$ cat config.mk
export PLATFORM = sky130hd
export DESIGN_NAME = leaf_port_bridge_flat
export DESIGN_NICKNAME = d
export VERILOG_FILES = /design/src/rtl/leaf_port_bridge_pkg.sv /design/src/rtl/leaf_port_bridge_if.sv /design/src/rtl/leaf_port_bridge_fifo.sv /design/src/rtl/leaf_port_bridge.sv /design/src/flat_wrapper.sv
export SDC_FILE = /design/constraint.sdc
export NUM_CORES = 1
export LEC_CHECK = 0
export ABC_AREA = 1
export BUFFER_PORTS_ARGS = -buffer_cell sky130_fd_sc_hd__buf_2
export CORE_ASPECT_RATIO = 1.5
export CORE_UTILIZATION = 55
export DETAILED_ROUTE_END_ITERATION = 16
export HOLD_SLACK_MARGIN = 0.02
export PLACE_DENSITY_LB_ADDON = 0.12
export SYNTH_ARGS = -nofsm -noshare
export SYNTH_HDL_FRONTEND = slang
export SYNTH_SLANG_ARGS = --single-unit
$ cat constraint.sdc
create_clock -name clk -period 3.5 [get_ports clk]
set_clock_uncertainty 0.1 [all_clocks]
set_input_delay 0.175 -clock clk [delete_from_list [all_inputs] [get_ports clk]]
set_output_delay 0.175 -clock clk [all_outputs]
set_load 0.02 [all_outputs]
$ cat src/rtl/leaf_port_bridge_pkg.sv
// Shared leaf-shell constants and the per-port bus slicing helper.
package leaf_shell_pkg;

  localparam int PACKET_BITS   = 49;
  localparam int PAYLOAD_BITS  = 32;
  localparam int NUM_PORT_BITS = 4;

  // LSB of port `port` inside a flattened multi-port data bus.
  function automatic int unsigned port_slice(input int unsigned port, input int unsigned width);
    return port * width;
  endfunction

endpackage

$ cat src/rtl/leaf_port_bridge_if.sv
// Handshake bundle between leaf_interface, the bridge and the user kernel.
interface leaf_port_bridge_if
  import leaf_shell_pkg::*;
#(
  parameter int PAYLOAD_BITS  = 32,
  parameter int NUM_IN_PORTS  = 4,
  parameter int NUM_OUT_PORTS = 4
);

  logic [NUM_IN_PORTS*PAYLOAD_BITS-1:0]  dout_leaf_interface2user;
  logic [NUM_IN_PORTS-1:0]               vld_interface2user;
  logic [NUM_IN_PORTS-1:0]               ack_user2interface;
  logic [NUM_IN_PORTS*PAYLOAD_BITS-1:0]  dout_bridge2user;
  logic [NUM_IN_PORTS-1:0]               vld_bridge2user;
  logic [NUM_IN_PORTS-1:0]               ack_user2bridge;
  logic [NUM_OUT_PORTS*PAYLOAD_BITS-1:0] din_user2bridge;
  logic [NUM_OUT_PORTS-1:0]              vld_user2bridge;
  logic [NUM_OUT_PORTS-1:0]              ack_bridge2user;
  logic [NUM_OUT_PORTS*PAYLOAD_BITS-1:0] din_leaf_user2interface;
  logic [NUM_OUT_PORTS-1:0]              vld_user2interface;
  logic [NUM_OUT_PORTS-1:0]              ack_interface2user;

  // Bridge side.
  modport slave (
    input  dout_leaf_interface2user, vld_interface2user, ack_user2bridge,
    input  din_user2bridge, vld_user2bridge, ack_interface2user,
    output ack_user2interface, dout_bridge2user, vld_bridge2user,
    output ack_bridge2user, din_leaf_user2interface, vld_user2interface
  );

  // Interface + kernel side.
  modport master (
    output dout_leaf_interface2user, vld_interface2user, ack_user2bridge,
    output din_user2bridge, vld_user2bridge, ack_interface2user,
    input  ack_user2interface, dout_bridge2user, vld_bridge2user,
    input  ack_bridge2user, din_leaf_user2interface, vld_user2interface
  );

endinterface

$ cat src/rtl/leaf_port_bridge_fifo.sv
// Single-port elastic FIFO with valid/ack on both sides; head word read from registered storage.
module leaf_port_fifo #(
  parameter int PAYLOAD_BITS = 32,
  parameter int FIFO_DEPTH   = 4
) (
  input  logic                    clk,
  input  logic                    reset,
  input  logic [PAYLOAD_BITS-1:0] din,
  input  logic                    din_vld,
  output logic                    din_ack,
  output logic [PAYLOAD_BITS-1:0] dout,
  output logic                    dout_vld,
  input  logic                    dout_ack
);
  import leaf_shell_pkg::*;

  localparam int AW = $clog2(FIFO_DEPTH);
  localparam int CW = AW + 1;

  logic [PAYLOAD_BITS-1:0] mem [FIFO_DEPTH];
  logic [AW-1:0]           wr_ptr;
  logic [AW-1:0]           rd_ptr;
  logic [CW-1:0]           count;
  logic                    push;
  logic                    pop;

  assign din_ack  = (count != CW'(FIFO_DEPTH));
  assign dout_vld = (count != '0);
  assign push     = din_vld & din_ack;
  assign pop      = dout_vld & dout_ack;
  assign dout     = mem[rd_ptr];

  always_ff @(posedge clk) begin
    if (reset) begin
      wr_ptr <= '0;
      rd_ptr <= '0;
      count  <= '0;
    end else begin
      if (push) wr_ptr <= wr_ptr + 1'b1;
      if (pop)  rd_ptr <= rd_ptr + 1'b1;
      case ({push, pop})
        2'b10:   count <= count + 1'b1;
        2'b01:   count <= count - 1'b1;
        default: count <= count;
      endcase
    end
  end

  // Storage needs no reset: contents are only observed while count says they are valid.
  always_ff @(posedge clk) begin
    if (push) mem[wr_ptr] <= din;
  end

endmodule

$ cat src/rtl/leaf_port_bridge.sv
// Per-port FIFO bridge between leaf_interface and the user kernel, with resend freeze on egress.
module leaf_port_bridge #(
  parameter int PAYLOAD_BITS  = 32,
  parameter int NUM_IN_PORTS  = 4,
  parameter int NUM_OUT_PORTS = 4,
  parameter int FIFO_DEPTH    = 4
) (
  input  logic             clk,
  input  logic             reset,
  input  logic             resend,
  leaf_port_bridge_if.slave bus,
  output logic             in_busy,
  output logic             out_busy
);
  import leaf_shell_pkg::*;

  logic [NUM_IN_PORTS-1:0]               in_ack;
  logic [NUM_IN_PORTS-1:0]               in_vld;
  logic [NUM_IN_PORTS*PAYLOAD_BITS-1:0]  in_data;
  logic [NUM_OUT_PORTS-1:0]              eg_ack;
  logic [NUM_OUT_PORTS-1:0]              eg_vld;
  logic [NUM_OUT_PORTS-1:0]              eg_pop_ack;
  logic [NUM_OUT_PORTS*PAYLOAD_BITS-1:0] eg_data;

  for (genvar p = 0; p < NUM_IN_PORTS; p++) begin : g_ingress
    leaf_port_fifo #(
      .PAYLOAD_BITS (PAYLOAD_BITS),
      .FIFO_DEPTH   (FIFO_DEPTH)
    ) u_fifo (
      .clk      (clk),
      .reset    (reset),
      .din      (bus.dout_leaf_interface2user[port_slice(p, PAYLOAD_BITS) +: PAYLOAD_BITS]),
      .din_vld  (bus.vld_interface2user[p]),
      .din_ack  (in_ack[p]),
      .dout     (in_data[port_slice(p, PAYLOAD_BITS) +: PAYLOAD_BITS]),
      .dout_vld (in_vld[p]),
      .dout_ack (bus.ack_user2bridge[p])
    );
  end

  for (genvar p = 0; p < NUM_OUT_PORTS; p++) begin : g_egress
    leaf_port_fifo #(
      .PAYLOAD_BITS (PAYLOAD_BITS),
      .FIFO_DEPTH   (FIFO_DEPTH)
    ) u_fifo (
      .clk      (clk),
      .reset    (reset),
      .din      (bus.din_user2bridge[port_slice(p, PAYLOAD_BITS) +: PAYLOAD_BITS]),
      .din_vld  (bus.vld_user2bridge[p]),
      .din_ack  (eg_ack[p]),
      .dout     (eg_data[port_slice(p, PAYLOAD_BITS) +: PAYLOAD_BITS]),
      .dout_vld (eg_vld[p]),
      .dout_ack (eg_pop_ack[p])
    );
  end

  assign bus.ack_user2interface = in_ack;
  assign bus.vld_bridge2user    = in_vld;
  assign bus.dout_bridge2user   = in_data;

  // Resend hides the head from the BFT and blocks the pop; the head word stays put.
  assign eg_pop_ack                  = bus.ack_interface2user & {NUM_OUT_PORTS{~resend}};
  assign bus.vld_user2interface      = eg_vld & {NUM_OUT_PORTS{~resend}};
  assign bus.ack_bridge2user         = eg_ack;
  assign bus.din_leaf_user2interface = eg_data;

  // Busy reflects buffered words, independent of the resend gating.
  assign in_busy  = |in_vld;
  assign out_busy = |eg_vld;

endmodule

$ cat src/flat_wrapper.sv
// flat-port wrapper written by rule: the top's interface ports become plain ports
module leaf_port_bridge_flat import leaf_shell_pkg::*;
#(
  parameter int PAYLOAD_BITS  = 32,
  parameter int NUM_IN_PORTS  = 4,
  parameter int NUM_OUT_PORTS = 4,
  parameter int FIFO_DEPTH    = 4
)
  (clk, reset, resend, in_busy, out_busy, bus_dout_leaf_interface2user, bus_vld_interface2user, bus_ack_user2bridge, bus_din_user2bridge, bus_vld_user2bridge, bus_ack_interface2user, bus_ack_user2interface, bus_dout_bridge2user, bus_vld_bridge2user, bus_ack_bridge2user, bus_din_leaf_user2interface, bus_vld_user2interface);
  leaf_port_bridge_if #(.PAYLOAD_BITS(PAYLOAD_BITS), .NUM_IN_PORTS(NUM_IN_PORTS), .NUM_OUT_PORTS(NUM_OUT_PORTS)) bus_i ();
  input  logic clk;
  input  logic reset;
  input  logic resend;
  output logic in_busy;
  output logic out_busy;
  input wire logic [$bits(bus_i.dout_leaf_interface2user)-1:0] bus_dout_leaf_interface2user;
  input wire logic [$bits(bus_i.vld_interface2user)-1:0] bus_vld_interface2user;
  input wire logic [$bits(bus_i.ack_user2bridge)-1:0] bus_ack_user2bridge;
  input wire logic [$bits(bus_i.din_user2bridge)-1:0] bus_din_user2bridge;
  input wire logic [$bits(bus_i.vld_user2bridge)-1:0] bus_vld_user2bridge;
  input wire logic [$bits(bus_i.ack_interface2user)-1:0] bus_ack_interface2user;
  output wire logic [$bits(bus_i.ack_user2interface)-1:0] bus_ack_user2interface;
  output wire logic [$bits(bus_i.dout_bridge2user)-1:0] bus_dout_bridge2user;
  output wire logic [$bits(bus_i.vld_bridge2user)-1:0] bus_vld_bridge2user;
  output wire logic [$bits(bus_i.ack_bridge2user)-1:0] bus_ack_bridge2user;
  output wire logic [$bits(bus_i.din_leaf_user2interface)-1:0] bus_din_leaf_user2interface;
  output wire logic [$bits(bus_i.vld_user2interface)-1:0] bus_vld_user2interface;
  assign bus_i.dout_leaf_interface2user = bus_dout_leaf_interface2user;
  assign bus_i.vld_interface2user = bus_vld_interface2user;
  assign bus_i.ack_user2bridge = bus_ack_user2bridge;
  assign bus_i.din_user2bridge = bus_din_user2bridge;
  assign bus_i.vld_user2bridge = bus_vld_user2bridge;
  assign bus_i.ack_interface2user = bus_ack_interface2user;
  assign bus_ack_user2interface = bus_i.ack_user2interface;
  assign bus_dout_bridge2user = bus_i.dout_bridge2user;
  assign bus_vld_bridge2user = bus_i.vld_bridge2user;
  assign bus_ack_bridge2user = bus_i.ack_bridge2user;
  assign bus_din_leaf_user2interface = bus_i.din_leaf_user2interface;
  assign bus_vld_user2interface = bus_i.vld_user2interface;
  leaf_port_bridge #(.PAYLOAD_BITS(PAYLOAD_BITS), .NUM_IN_PORTS(NUM_IN_PORTS), .NUM_OUT_PORTS(NUM_OUT_PORTS), .FIFO_DEPTH(FIFO_DEPTH)) u_core (.clk(clk), .reset(reset), .resend(resend), .bus(bus_i), .in_busy(in_busy), .out_busy(out_busy));
endmodule
[Yosys cells after proc, flatten, opt, wreduce, memory -nomap -nowiden]
Memory sizes are Yosys's and may differ from the RTL's. A register that Yosys moved wholly into a read port is not among the register bits.
Cells that the tools add are included.
Word-level totals
  register bits after elaboration: 56
  latch bits: 0
  bits in writable memories: 1024
  ROM bits: 0
  bits of input ports: 275
  output and inout port bits: 274
  memories: 8
Memory list
  u_core.g_egress[0].u_fifo.mem: depth 4, bits a word 32, read ports 1, clocked after Yosys merged registers in 1, write ports 1, RTL line leaf_port_bridge_fifo.sv:20  | logic [PAYLOAD_BITS-1:0] mem [FIFO_DEPTH];
  u_core.g_egress[1].u_fifo.mem: depth 4, bits a word 32, read ports 1, clocked after Yosys merged registers in 1, write ports 1, RTL line leaf_port_bridge_fifo.sv:20
  u_core.g_egress[2].u_fifo.mem: depth 4, bits a word 32, read ports 1, clocked after Yosys merged registers in 1, write ports 1, RTL line leaf_port_bridge_fifo.sv:20
  u_core.g_egress[3].u_fifo.mem: depth 4, bits a word 32, read ports 1, clocked after Yosys merged registers in 1, write ports 1, RTL line leaf_port_bridge_fifo.sv:20
  u_core.g_ingress[0].u_fifo.mem: depth 4, bits a word 32, read ports 1, clocked after Yosys merged registers in 1, write ports 1, RTL line leaf_port_bridge_fifo.sv:20
  u_core.g_ingress[1].u_fifo.mem: depth 4, bits a word 32, read ports 1, clocked after Yosys merged registers in 1, write ports 1, RTL line leaf_port_bridge_fifo.sv:20
  +2 memories
Cells by class
  add/sub/neg operators: 32
  multiply operators: 0
  div/mod/pow operators: 0
  magnitude comparators: 0
  eq/ne operators: 24
  shifts and indexed selects: 0
  mux-type cells: 40
  bitwise logic cells: 19
  reductions and logical operators: 18
Operators by type and width (count)
  3-bit one-hot mux with 2 select lines: 8
  2-bit by 1-bit adder with 2-bit output, second input constant: 16
  2-bit 2-to-1 mux: 16
  3-bit by 1-bit adder with 3-bit output, second input constant: 8
  3-bit != test, second input constant: 8
  3-bit nonzero test: 8
  3-bit by 1-bit subtractor with 3-bit output, second input constant: 8
  1-bit bitwise AND: 16
  2-bit by 1-bit equality test with 1-bit output, second input constant: 8
  2-bit equality test, second input constant: 8
  1-bit 2-to-1 mux: 16
  2-bit nonzero test: 8
  4-bit bitwise AND: 2
  4-bit OR reduction: 2
  1-bit inverter: 1

[Longest topological paths before layout]
Gate-level depths: netlist of run 1.
  depth after elaboration: 5
  depth in mapped cells: 12
  gate-level depth less buffers: 11

[By module]
From an unflattened synthesis of run 1, not the netlist that was laid out.
Second synthesis, totals
  cell total of the unflattened synthesis: 3039
  area total of the unflattened synthesis: 42244.3 um2
By module, submodules not included
  leaf_port_fifo: instances 8, cells an instance 377, area each 5268.8 um2
  leaf_port_bridge: instances 1, cells an instance 23, area each 93.8 um2

[Worst setup path after synthesis of run 1]
OpenSTA, ideal clock, no wires.
  path kind: reg2reg
  start point: register u_core.g_ingress[1].u_fifo.count[0]
  end point: memory u_core.g_ingress[1].u_fifo.mem[0][0] (enable)
  library setup time: 0.421 ns
  arrival: 2.070 ns
  setup slack: 0.908 ns
  stages on the path, launching flop included: 6
  period minus slack after synthesis: 2.592 ns
  cell sequence: dfxtp_1 nor2_2 nand2_2 nand2_2 buf_6 nor2_1
On the way
  word-level cells in the longest chain between the ends: 4
RTL lines
  start, declared: RTL line leaf_port_bridge_fifo.sv:23  | logic [CW-1:0] count;
  start signal, assigned: RTL line leaf_port_bridge_fifo.sv:42  | 2'b10: count <= count + 1'b1;
  start signal, assigned: RTL line leaf_port_bridge_fifo.sv:43  | 2'b01: count <= count - 1'b1;
  start signal, assigned: RTL line leaf_port_bridge_fifo.sv:44  | default: count <= count;
  3-bit != test: RTL line leaf_port_bridge_fifo.sv:27  | assign din_ack = (count != CW'(FIFO_DEPTH));
  net u_core.g_ingress[1].u_fifo.din_ack: RTL line leaf_port_bridge_fifo.sv:10  | output logic din_ack,
  1-bit bitwise AND: RTL line leaf_port_bridge_fifo.sv:29  | assign push = din_vld & din_ack;
  1-bit 2-to-1 mux: RTL line leaf_port_bridge_fifo.sv:51  | if (push) mem[wr_ptr] <= din;
  1-bit 2-to-1 mux (implied by the code): RTL line leaf_port_bridge_fifo.sv:51
  end, declared: RTL line leaf_port_bridge_fifo.sv:20
The timed path passes the listed nets, and every way through them passes these cells.

==> flow_summary_export.csv, run 1 <==
group,metric,value,unit
run_status,status,"completed",
clock_tree,cts_buffer_depth,3,
setup_path,cp-endpoint,"bus_din_leaf_user2interface[33]",
grt,grt_pass1_wl,152000,um
sta,slew-limit-headroom,0.252,
grt,grt_use_total,0.262,
min_path,hp-class,"primary input to register",
clock_tree,cts.sinks,1096,
logic_synthesis,synth-compound-area-share,0.114,
floorplan,initial_utilization,0.557,
sta,finalCriticalPeriod,3030,ps
place,dp_cells,4384,
clock_tree,cts_tree,"done",
setup_path,rrSetupSlack,1150,ps
min_path,hold_depth,3,
floorplan,rows,122,
floorplan,die_h,337,um
routing,vias,27181,
sta,setup_violations,0,
routing,drcViolationCount,0,
place,io_buffers,548,
sta,fin_crit_sh,0.866,
setup_path,cp-start-kind,"register",
clock_tree,cts-root-buf,"clkbuf_16",
logic_synthesis,ys_ff_latch,1096,
setup_path,worstPathArrival,2750,ps
routing,wl_per_cell,20.9,um
sta,worst_pin_slew,1120,ps
job,cap_violations,0,
routing,routed_wl,101000,um
grt,grt_overflow,0,
logic_synthesis,yosys.area_share.simple,0.0607,
grt,grt_max_degree,65,
final_layout,layout_commonest_cell,"edfxtp_1",
setup_path,path_class,"register to output port",
sta,final.setup.tns,0,ps
logic_synthesis,syn-cell-area,41300,um^2
clock_tree,clkSlewWorstSetupHoldPaths,70,ps
pwr,total_power,33100,uW
setup_path,critPathRequiredTime,3220,ps
logic_synthesis,synth_edf_count,1024,
floorplan,dieArea,76100,um^2
floorplan,die_width,226,um
setup_path,worstRegToRegCells,7,
routing,avgViaCountPerCell,5.61,
final_layout,fillers,5077,
logic_synthesis,syn_avg_cell_area,13.9,um^2
floorplan,io_pins,549,
logic_synthesis,ys_seq_area_frac,0.780,
floorplan,core-area,74000,um^2
final_layout,layout_common_cells,"1024 x edfxtp_1, 553 x nor2_1, 548 x buf_2",
logic_synthesis,synth_cells,2959,
pwr,leakagePower,0.0183,uW
sta,hold_violations,0,
pwr,peakVddDrop,0.622,mV
place,dpl_cell_area,45000,um^2
place,place_hpwl,61800,um
logic_synthesis,synthArstFlopShare,0,
sta,fin_ws,470,ps
clock_tree,clkLatencyLatePin,650,ps
final_layout,syn2layout_area_growth,23.7,%
pwr,power.density,649,nW/um^2
logic_synthesis,synth_xor_area_frac,0.000425,
clock_tree,cts_buffers,96,
setup_path,path_max_fanout,33,
logic_synthesis,synth-warning-count,0,
grt,grt_pass1_vias,27891,
routing,drt_first_iter_violations,1920,
setup_path,rr_startpoint,"u_core.g_ingress[3].u_fifo.count[0]",
routing,dr.pass1.iters,5,
final_layout,final_cells,4848,
setup_path,timing.rr.end,"u_core.g_ingress[3].u_fifo.count[2]",
clock_tree,ctsHtreeMaxLevel,3,
setup_path,critical_path.endpoint_type,"output port",
logic_synthesis,synth_top_family_by_area,"compound AO/OA/AOI/OAI gates",
logic_synthesis,yosysUniqueCellTypes,26,
clock_tree,post_cts_buffers,0,
final_layout,layout-drive-gt1-share,0.210,
logic_synthesis,synthFlopType,"edfxtp_1",
logic_synthesis,synthMuxAreaShare,0,
sta,final_max_slew_viol_count,0,
final_layout,fin_nets,4087,
sta,rsz0062_at_grt,"no",
place,place_congestion,0.799,
final_layout,fin_area,51000,um^2
logic_synthesis,syn_nets,3281,
grt,antenna_found_initial,20,
routing,ant_nets,0,
sta,timing.fmax,330,MHz
place,dp_slack,1140,ps
logic_synthesis,synthAdderAreaFrac,0.0157,
cells in the mapped netlist, types with 2 or more instances:
master	instances	share of area
nand2_2	4	0.00061
o21ai_1	27	0.0033
dfxtp_1	72	0.035
o22ai_1	256	0.039
buf_4	13	0.0024
buf_1	5	0.00046
edfxtp_1	1024	0.75
ha_1	39	0.012
o21ai_0	531	0.064
inv_1	104	0.0095
xor2_1	2	0.00042
nor3_1	7	0.00085
clkbuf_1	106	0.0096
a21oi_1	62	0.0075
nand3_1	14	0.0017
nor2_1	585	0.053
fa_1	8	0.0039
inv_2	9	0.00082
buf_2	46	0.0056
nand2_1	39	0.0035
per-layer routing:
layer	up-vias	track usage	wire length, um
met1	13445	0.295	37400
met4	18	0.115	3610
met2	955	0.454	51200
li1	12548	-	-
met3	215	0.0820	8910
met5	-	0	110
worst max-delay path, cell delays in order, from the launching register on:
cell	delay, ps
dfxtp_1	300
buf_4	230
inv_1	760
o21ai_0	200
o22ai_1	360
buf_2	240
sequential cells by signal, indices dropped and copies added (netlist names), named ones only:
signal,flops
u_core.g_ingress.u_fifo.mem,512
u_core.g_egress.u_fifo.rd_ptr,8
u_core.g_ingress.u_fifo.count,12
u_core.g_egress.u_fifo.wr_ptr,8
u_core.g_ingress.u_fifo.rd_ptr,8
u_core.g_egress.u_fifo.count,12
u_core.g_egress.u_fifo.mem,512
u_core.g_ingress.u_fifo.wr_ptr,8
where the power goes:
part           internal (uW)  total, uW  switching (uW)
clock                   6220      10800            4560
sequential             15400      15700             291
combinational           1920       6660            4740
timing repair:
item	CTS	global route
endpoints found under the hold margin	1076	0
gates resized for setup	0	0
hold buffers	275	0
how the worst min path moves through the flow:
| stage | start | endpoint | slack [ps] |
|---|---|---|---|
| 4_1_cts | bus_vld_user2bridge[0] | u_core.g_egress[0].u_fifo.wr_ptr[1] | 50 |
| 6_report | bus_vld_user2bridge[0] | u_core.g_egress[0].u_fifo.wr_ptr[1] | 80 |
| 5_1_grt | bus_vld_user2bridge[0] | u_core.g_egress[0].u_fifo.wr_ptr[1] | 100 |
| 2_1_floorplan | bus_din_user2bridge[0] | u_core.g_egress[0].u_fifo.mem[0][0] | 170 |
| 3_3_place_gp | bus_din_user2bridge[93] | u_core.g_egress[2].u_fifo.mem[3][29] | 280 |
| 3_5_place_dp | bus_dout_leaf_interface2user[112] | u_core.g_ingress[3].u_fifo.mem[0][16] | 290 |
through the flow:
stage | utilization | hold WS [ps]
global route | 0.689 | 98.5
detailed placement | 0.608 | 289
CTS | 0.689 | 54.1
global placement | 0.608 | 282
finish | 0.689 | 81.1
floorplan | - | 174
area by class of cell:
class	instances	area [um^2]	area share
clock buffer	116	2540	0.0497
antenna	13	32.5	0.000637
clock inverter	60	681	0.0133
tap	992	1240	0.0243
sequential	1096	32200	0.631
timing repair buffer	879	5920	0.116
multi-input combinational	1579	8000	0.157
inverter	113	424	0.00831
kinds of logic after synthesis:
logic type,Yosys count
AO/OA/AOI/OAI,877
AND/OR/NAND/NOR,653
XOR/XNOR,2
buffers and inverters,284
flip-flops,1096
adder cells (fa/ha/maj),47
No activity file was read; power rests on OpenSTA's default activity.
==> run 2, diff against run 1 <==
--- a/config.mk
+++ b/config.mk
@@ -8,6 +8,7 @@
 export ABC_AREA = 1
 export BUFFER_PORTS_ARGS = -buffer_cell sky130_fd_sc_hd__buf_2
 export CORE_ASPECT_RATIO = 1.5
+export CORE_MARGIN = 4
 export CORE_UTILIZATION = 55
 export DETAILED_ROUTE_END_ITERATION = 16
 export HOLD_SLACK_MARGIN = 0.02
==> flow_summary_export.csv, run 2 (synthesis results as in run 1) <==
group,metric,value,unit
sta,hold_ws,71.1,ps
job,cap_violations,0,
clock_tree,cts_resized,0,
sta,slew-limit-headroom,0.246,
clock_tree,cts.sinks,1096,
sta,final.setup.tns,0,ps
setup_path,path_delay_family,"buffers and inverters",
routing,drcViolationCount,0,
place,place_congestion,0.823,
pwr,leakagePower,0.0182,uW
final_layout,fin_nets,4089,
setup_path,critPathRequiredTime,3220,ps
final_layout,layout_commonest_cell,"edfxtp_1",
routing,wl_per_cell,21.3,um
routing,avgViaCountPerCell,5.62,
pwr,combPwrFrac,0.203,
floorplan,core-area,74000,um^2
sta,setup_violations,0,
sta,finalCriticalPeriod,2940,ps
pwr,intPower,23100,uW
sta,hold_violations,0,
grt,grt_pass1_wl,158000,um
grt,grt_pass1_vias,27761,
final_layout,fin_area,50900,um^2
run_status,status,"completed",
grt,grt_max_degree,65,
setup_path,rrSetupSlack,1150,ps
sta,final_max_slew_viol_count,0,
grt,grt_overflow,0,
routing,ant_nets,0,
final_layout,finish.utilization,0.688,
routing,drt_first_iter_violations,2195,
clock_tree,cts_tree,"done",
clock_tree,clkSlewWorstSetupHoldPaths,60,ps
routing,vias,27304,
sta,timing.fmax,341,MHz
sta,fin_crit_sh,0.839,
grt,grt_use_total,0.253,
setup_path,path_max_fanout,33,
pwr,seqPwrFrac,0.480,
place,io_buffers,548,
final_layout,syn2layout_area_growth,23.5,%
setup_path,critical_path.endpoint_type,"output port",
setup_path,worstPathCellList,"buf_4 -> inv_1 -> o21ai_0 -> o22ai_1 -> buf_2",
grt,antenna_found_initial,19,
place,place_hpwl,63600,um
final_layout,layout_common_cells,"1024 x edfxtp_1, 553 x nor2_1, 548 x buf_2",
floorplan,rows,122,
sta,worst_pin_slew,1130,ps
setup_path,slowest_delay,790,ps
clock_tree,cts_buffers,99,
pwr,power.density,642,nW/um^2
final_layout,layout-drive-gt1-share,0.207,
clock_tree,clkLatencyLatePin,660,ps
floorplan,io_pins,549,
place,dpl_cell_area,45000,um^2
clock_tree,cts_buffer_depth,3,
final_layout,largestRegisters,"u_core.g_egress.u_fifo.mem (512), u_core.g_ingress.u_fifo.mem (512)",
sta,rsz0062_at_grt,"no",
pwr,p_sw_frac,0.294,
clock_tree,cts-root-buf,"clkbuf_16",
clock_tree,ctsHtreeMaxLevel,3,
pwr,peakVddDrop,0.628,mV
final_layout,fillers,5074,
setup_path,critPathSlowestCell,"inv_1",
setup_path,cp-start-kind,"register",
floorplan,die_width,232,um
floorplan,dieArea,79500,um^2
floorplan,initial_utilization,0.557,
min_path,hp-class,"primary input to register",
pwr,p_sw,9620,uW
setup_path,worstPathArrival,2660,ps
floorplan,die_h,343,um
routing,dr.pass1.iters,7,
setup_path,path_buf_inv,3,
setup_path,path_class,"register to output port",
pwr,power_frac_clock,0.317,
routing,routed_wl,104000,um
run 2: changes by cell type in the layout (fill, tap and decap cells not counted), sizes merged:
cell,previous run,this run
diode,13,21
inv,118,116
buf,604,602
dlygate4sd3,275,276
clkbuf,116,128
clkinv,38,40
bufinv,14,3
clkinvlp,3,5
run 2: routing by layer:
| layer | vias up | wire (um) | GRT usage |
|---|---|---|---|
| li1 | 12580 | - | - |
| met1 | 13533 | 38900 | 0.309 |
| met2 | 1022 | 52600 | 0.438 |
| met3 | 167 | 8860 | 0.0663 |
| met4 | 2 | 3260 | 0.0913 |
| met5 | - | 13 | 0 |
run 2: tightest hold or removal path: cells and delay by family:
family | cells | cell delay [ps]
simple gates | 1 | 290
compound gates | 1 | 250
buf+inv | 1 | 80
run 2: power groups by stage:
stage               combinational (uW)  sequential, uW  clock [uW]
floorplan                         3990           15900           0
global placement                  6180           15900           0
detailed placement                6350           16000           0
CTS                               6660           15700       10600
global route                      7240           15800       11100
finish                            6630           15700       10400
run 2: path summary, 6_finish.rpt:
check                                      start                                   to  cells past startpoint
min                       bus_vld_user2bridge[0]  u_core.g_egress[0].u_fifo.wr_ptr[0]                      3
max reg2reg   u_core.g_egress[0].u_fifo.count[0]   u_core.g_egress[0].u_fifo.count[2]                     11
min reg2reg  u_core.g_egress[0].u_fifo.rd_ptr[1]  u_core.g_egress[0].u_fifo.rd_ptr[1]                      2
max                                     register      bus_din_leaf_user2interface[18]                      5
run 2: metrics by stage:
step                      setup WS, ps  instances  total power [uW]
after global placement            1240       4382             22100
after global routing               356       4848             34100
after detailed placement          1170       4382             22300
after CTS                          512       4837             32900
final                              563       4858             32700
after floorplan                    908       2959             19900
run 2: area by class of cell:
type,count,area [um^2],share of cell area
Inverter,113,424,0.00833
Sequential cell,1096,32200,0.632
Tap cell,992,1240,0.0244
Antenna cell,21,52.6,0.00103
Timing Repair Buffer,878,5920,0.116
Clock buffer,128,2750,0.0539
Clock inverter,51,360,0.00708
Multi-Input combinational cell,1579,7980,0.157
run 2: what timing repair did:
action,4_1_cts,5_1_grt
hold endpoints to repair,1078,0
buffers inserted,0,0
hold buffers,276,0
==> run 3, diff against run 2 <==
--- a/config.mk
+++ b/config.mk
@@ -5,7 +5,7 @@
 export SDC_FILE = /design/constraint.sdc
 export NUM_CORES = 1
 export LEC_CHECK = 0
-export ABC_AREA = 1
+export ABC_AREA = 0
 export BUFFER_PORTS_ARGS = -buffer_cell sky130_fd_sc_hd__buf_2
 export CORE_ASPECT_RATIO = 1.5
 export CORE_MARGIN = 4
==> constraint.sdc (replaced) <==
create_clock -name clk -period 3.05 [get_ports clk]
set_clock_uncertainty 0.1 [all_clocks]
set_input_delay 0.1525 -clock clk [delete_from_list [all_inputs] [get_ports clk]]
set_output_delay 0.1525 -clock clk [all_outputs]
set_load 0.02 [all_outputs]
==> flow_summary_export.csv, run 3 <==
group,metric,value,unit
pwr,power.density,734,nW/um^2
routing,drcViolationCount,0,
min_path,hp-class,"primary input to register",
final_layout,layout-drive-gt1-share,0.367,
final_layout,layout_commonest_cell,"edfxtp_1",
place,dpl_cell_area,44800,um^2
sta,finalCriticalPeriod,2590,ps
routing,wl_per_cell,23.3,um
clock_tree,clkSlewWorstSetupHoldPaths,60,ps
sta,setup_violations,0,
floorplan,core-area,73700,um^2
setup_path,path_class,"register to output port",
sta,hold_ws,158,ps
routing,ant_nets,0,
sta,final.setup.tns,0,ps
final_layout,fin_area,50700,um^2
sta,hold_violations,0,
final_layout,largestRegisters,"u_core.g_egress.u_fifo.mem (512), u_core.g_ingress.u_fifo.mem (512)",
clock_tree,cts.sinks,1096,
sta,worst_pin_slew,729,ps
grt,antenna_found_initial,13,
final_layout,fillers,4680,
floorplan,io_pins,549,
floorplan,dieArea,78700,um^2
logic_synthesis,syn-cell-area,40800,um^2
place,place_hpwl,56500,um
grt,grt_use_total,0.223,
logic_synthesis,synth.area.top_cells,"edfxtp_1 75%, mux4_2 14%, dfxtp_1 3.5%",
sta,final_max_slew_viol_count,0,
clock_tree,clkLatencyLatePin,640,ps
floorplan,die_h,342,um
run_status,status,"completed",
setup_path,cp-start-kind,"register",
logic_synthesis,synth_common_cells,"1024 x edfxtp_1, 256 x mux4_2, 72 x dfxtp_1",
final_layout,fin_nets,2992,
setup_path,critical_path.endpoint_type,"output port",
sta,slew-limit-headroom,0.514,
sta,timing.fmax,386,MHz
grt,grt_pass1_wl,134000,um
routing,avgViaCountPerCell,5.47,
final_layout,multiInputGateArea,8000,um^2
logic_synthesis,ys_seq_area_frac,0.789,
pwr,peakVddDrop,0.730,mV
grt,grt_max_degree,34,
place,dp_cells,3287,
logic_synthesis,synthArstFlopShare,0,
clock_tree,cts_resized,0,
place,io_buffers,548,
logic_synthesis,synth_edf_count,1024,
place,place_congestion,0.755,
logic_synthesis,synth_top_area_cell,"edfxtp_1",
logic_synthesis,synth_cells,1791,
logic_synthesis,syn_nets,2113,
logic_synthesis,yosysTopAreaCellShare,0.754,
floorplan,rows,122,
setup_path,path_max_fanout,20,
clock_tree,cts_buffer_depth,3,
grt,grt_pass1_vias,22203,
final_layout,regArea,32200,um^2
min_path,hold_depth,2,
clock_tree,cts_tree,"done",
routing,vias,20525,
sta,fin_crit_sh,0.849,
sta,rsz0062_at_grt,"no",
job,cap_violations,0,
floorplan,die_width,230,um
setup_path,worstPathArrival,2340,ps
logic_synthesis,synth-warning-count,0,
floorplan,initial_utilization,0.553,
logic_synthesis,synthFlopType,"edfxtp_1",
sta,fin_ws,461,ps
logic_synthesis,yosysUniqueCellTypes,41,
place,dp_slack,533,ps
setup_path,critPathRequiredTime,2800,ps
logic_synthesis,synth.most_common_cell,"edfxtp_1",
pwr,leakagePower,0.0175,uW
clock_tree,ctsHtreeMaxLevel,3,
clock_tree,cts-root-buf,"clkbuf_16",
final_layout,final_cells,3751,
logic_synthesis,syn_avg_cell_area,22.8,um^2
final_layout,layout_common_cells,"1024 x edfxtp_1, 548 x buf_2, 277 x dlygate4sd3_1",
routing,routed_wl,87300,um
final_layout,syn2layout_area_growth,24.2,%
logic_synthesis,ys_ff_latch,1096,
routing,drt_first_iter_violations,1157,
setup_path,worstRegToRegCells,8,
clock_tree,cts_buffers,96,
routing,dr.pass1.iters,5,
grt,grt_overflow,0,
run 3: report_power, final:
group | internal [uW] | switching (uW)
combinational | 3010 | 4210
clock | 6780 | 5190
sequential | 17600 | 433
total | 27400 | 9830
run 3: final timing paths:
| kind | from | endpoint | slack (ps) |
|---|---|---|---|
| min | bus_din_user2bridge[50] | u_core.g_egress[1].u_fifo.mem[3][18] | 160 |
| min reg2reg | u_core.g_egress[2].u_fifo.rd_ptr[1] | u_core.g_egress[2].u_fifo.rd_ptr[1] | 400 |
| max reg2reg | u_core.g_egress[2].u_fifo.count[0] | u_core.g_egress[2].u_fifo.count[2] | 500 |
| max | register | bus_dout_bridge2user[113] | 460 |
run 3: logic make-up (layout without fill, tap and decap cells):
group | count (synthesis) | count (layout) | share of synthesized area
buffers and inverters | 135 | 1090 | 0.0151
adders and majority gates | 47 | 47 | 0.0159
other | 0 | 13 | 0
and+or+nand+nor | 148 | 148 | 0.0196
xor gates and xnor gates | 23 | 23 | 0.00494
DFF | 1096 | 1096 | 0.789
AOI/OAI and AO/OA | 76 | 76 | 0.0115
muxes | 266 | 266 | 0.144
run 3: per-layer routing:
metal	GRT usage	wire length [um]
met2	0.375	45000
met1	0.276	32200
met4	0.0739	2720
met3	0.0729	7330
met5	0	55
run 3: metrics by stage:
| stage | utilization | total power, uW |
|---|---|---|
| 2_1_floorplan | - | 22900 |
| 3_3_place_gp | 0.607 | 25200 |
| 3_5_place_dp | 0.607 | 25300 |
| 4_1_cts | 0.687 | 37600 |
| 5_1_grt | 0.687 | 38700 |
| 6_report | 0.687 | 37200 |
run 3: timing repair:
| item | CTS | global route |
|---|---|---|
| endpoints found under the hold margin | 1090 | 0 |
| setup buffers | 0 | 0 |
| hold buffers | 277 | 0 |
run 3: critical path, stage by stage (launching register included):
cell     delay [ps]
dfxtp_2         670
buf_12          290
mux4_2          560
buf_2           180
run 3: layout make-up:
| class | instances | area share |
|---|---|---|
| Timing Repair Buffer | 875 | 0.117 |
| Tap cell | 992 | 0.0245 |
| Clock buffer | 123 | 0.0502 |
| Sequential cell | 1096 | 0.635 |
| Multi-Input combinational cell | 560 | 0.158 |
| Clock inverter | 51 | 0.0110 |
| Antenna cell | 13 | 0.000642 |
| Inverter | 41 | 0.00304 |
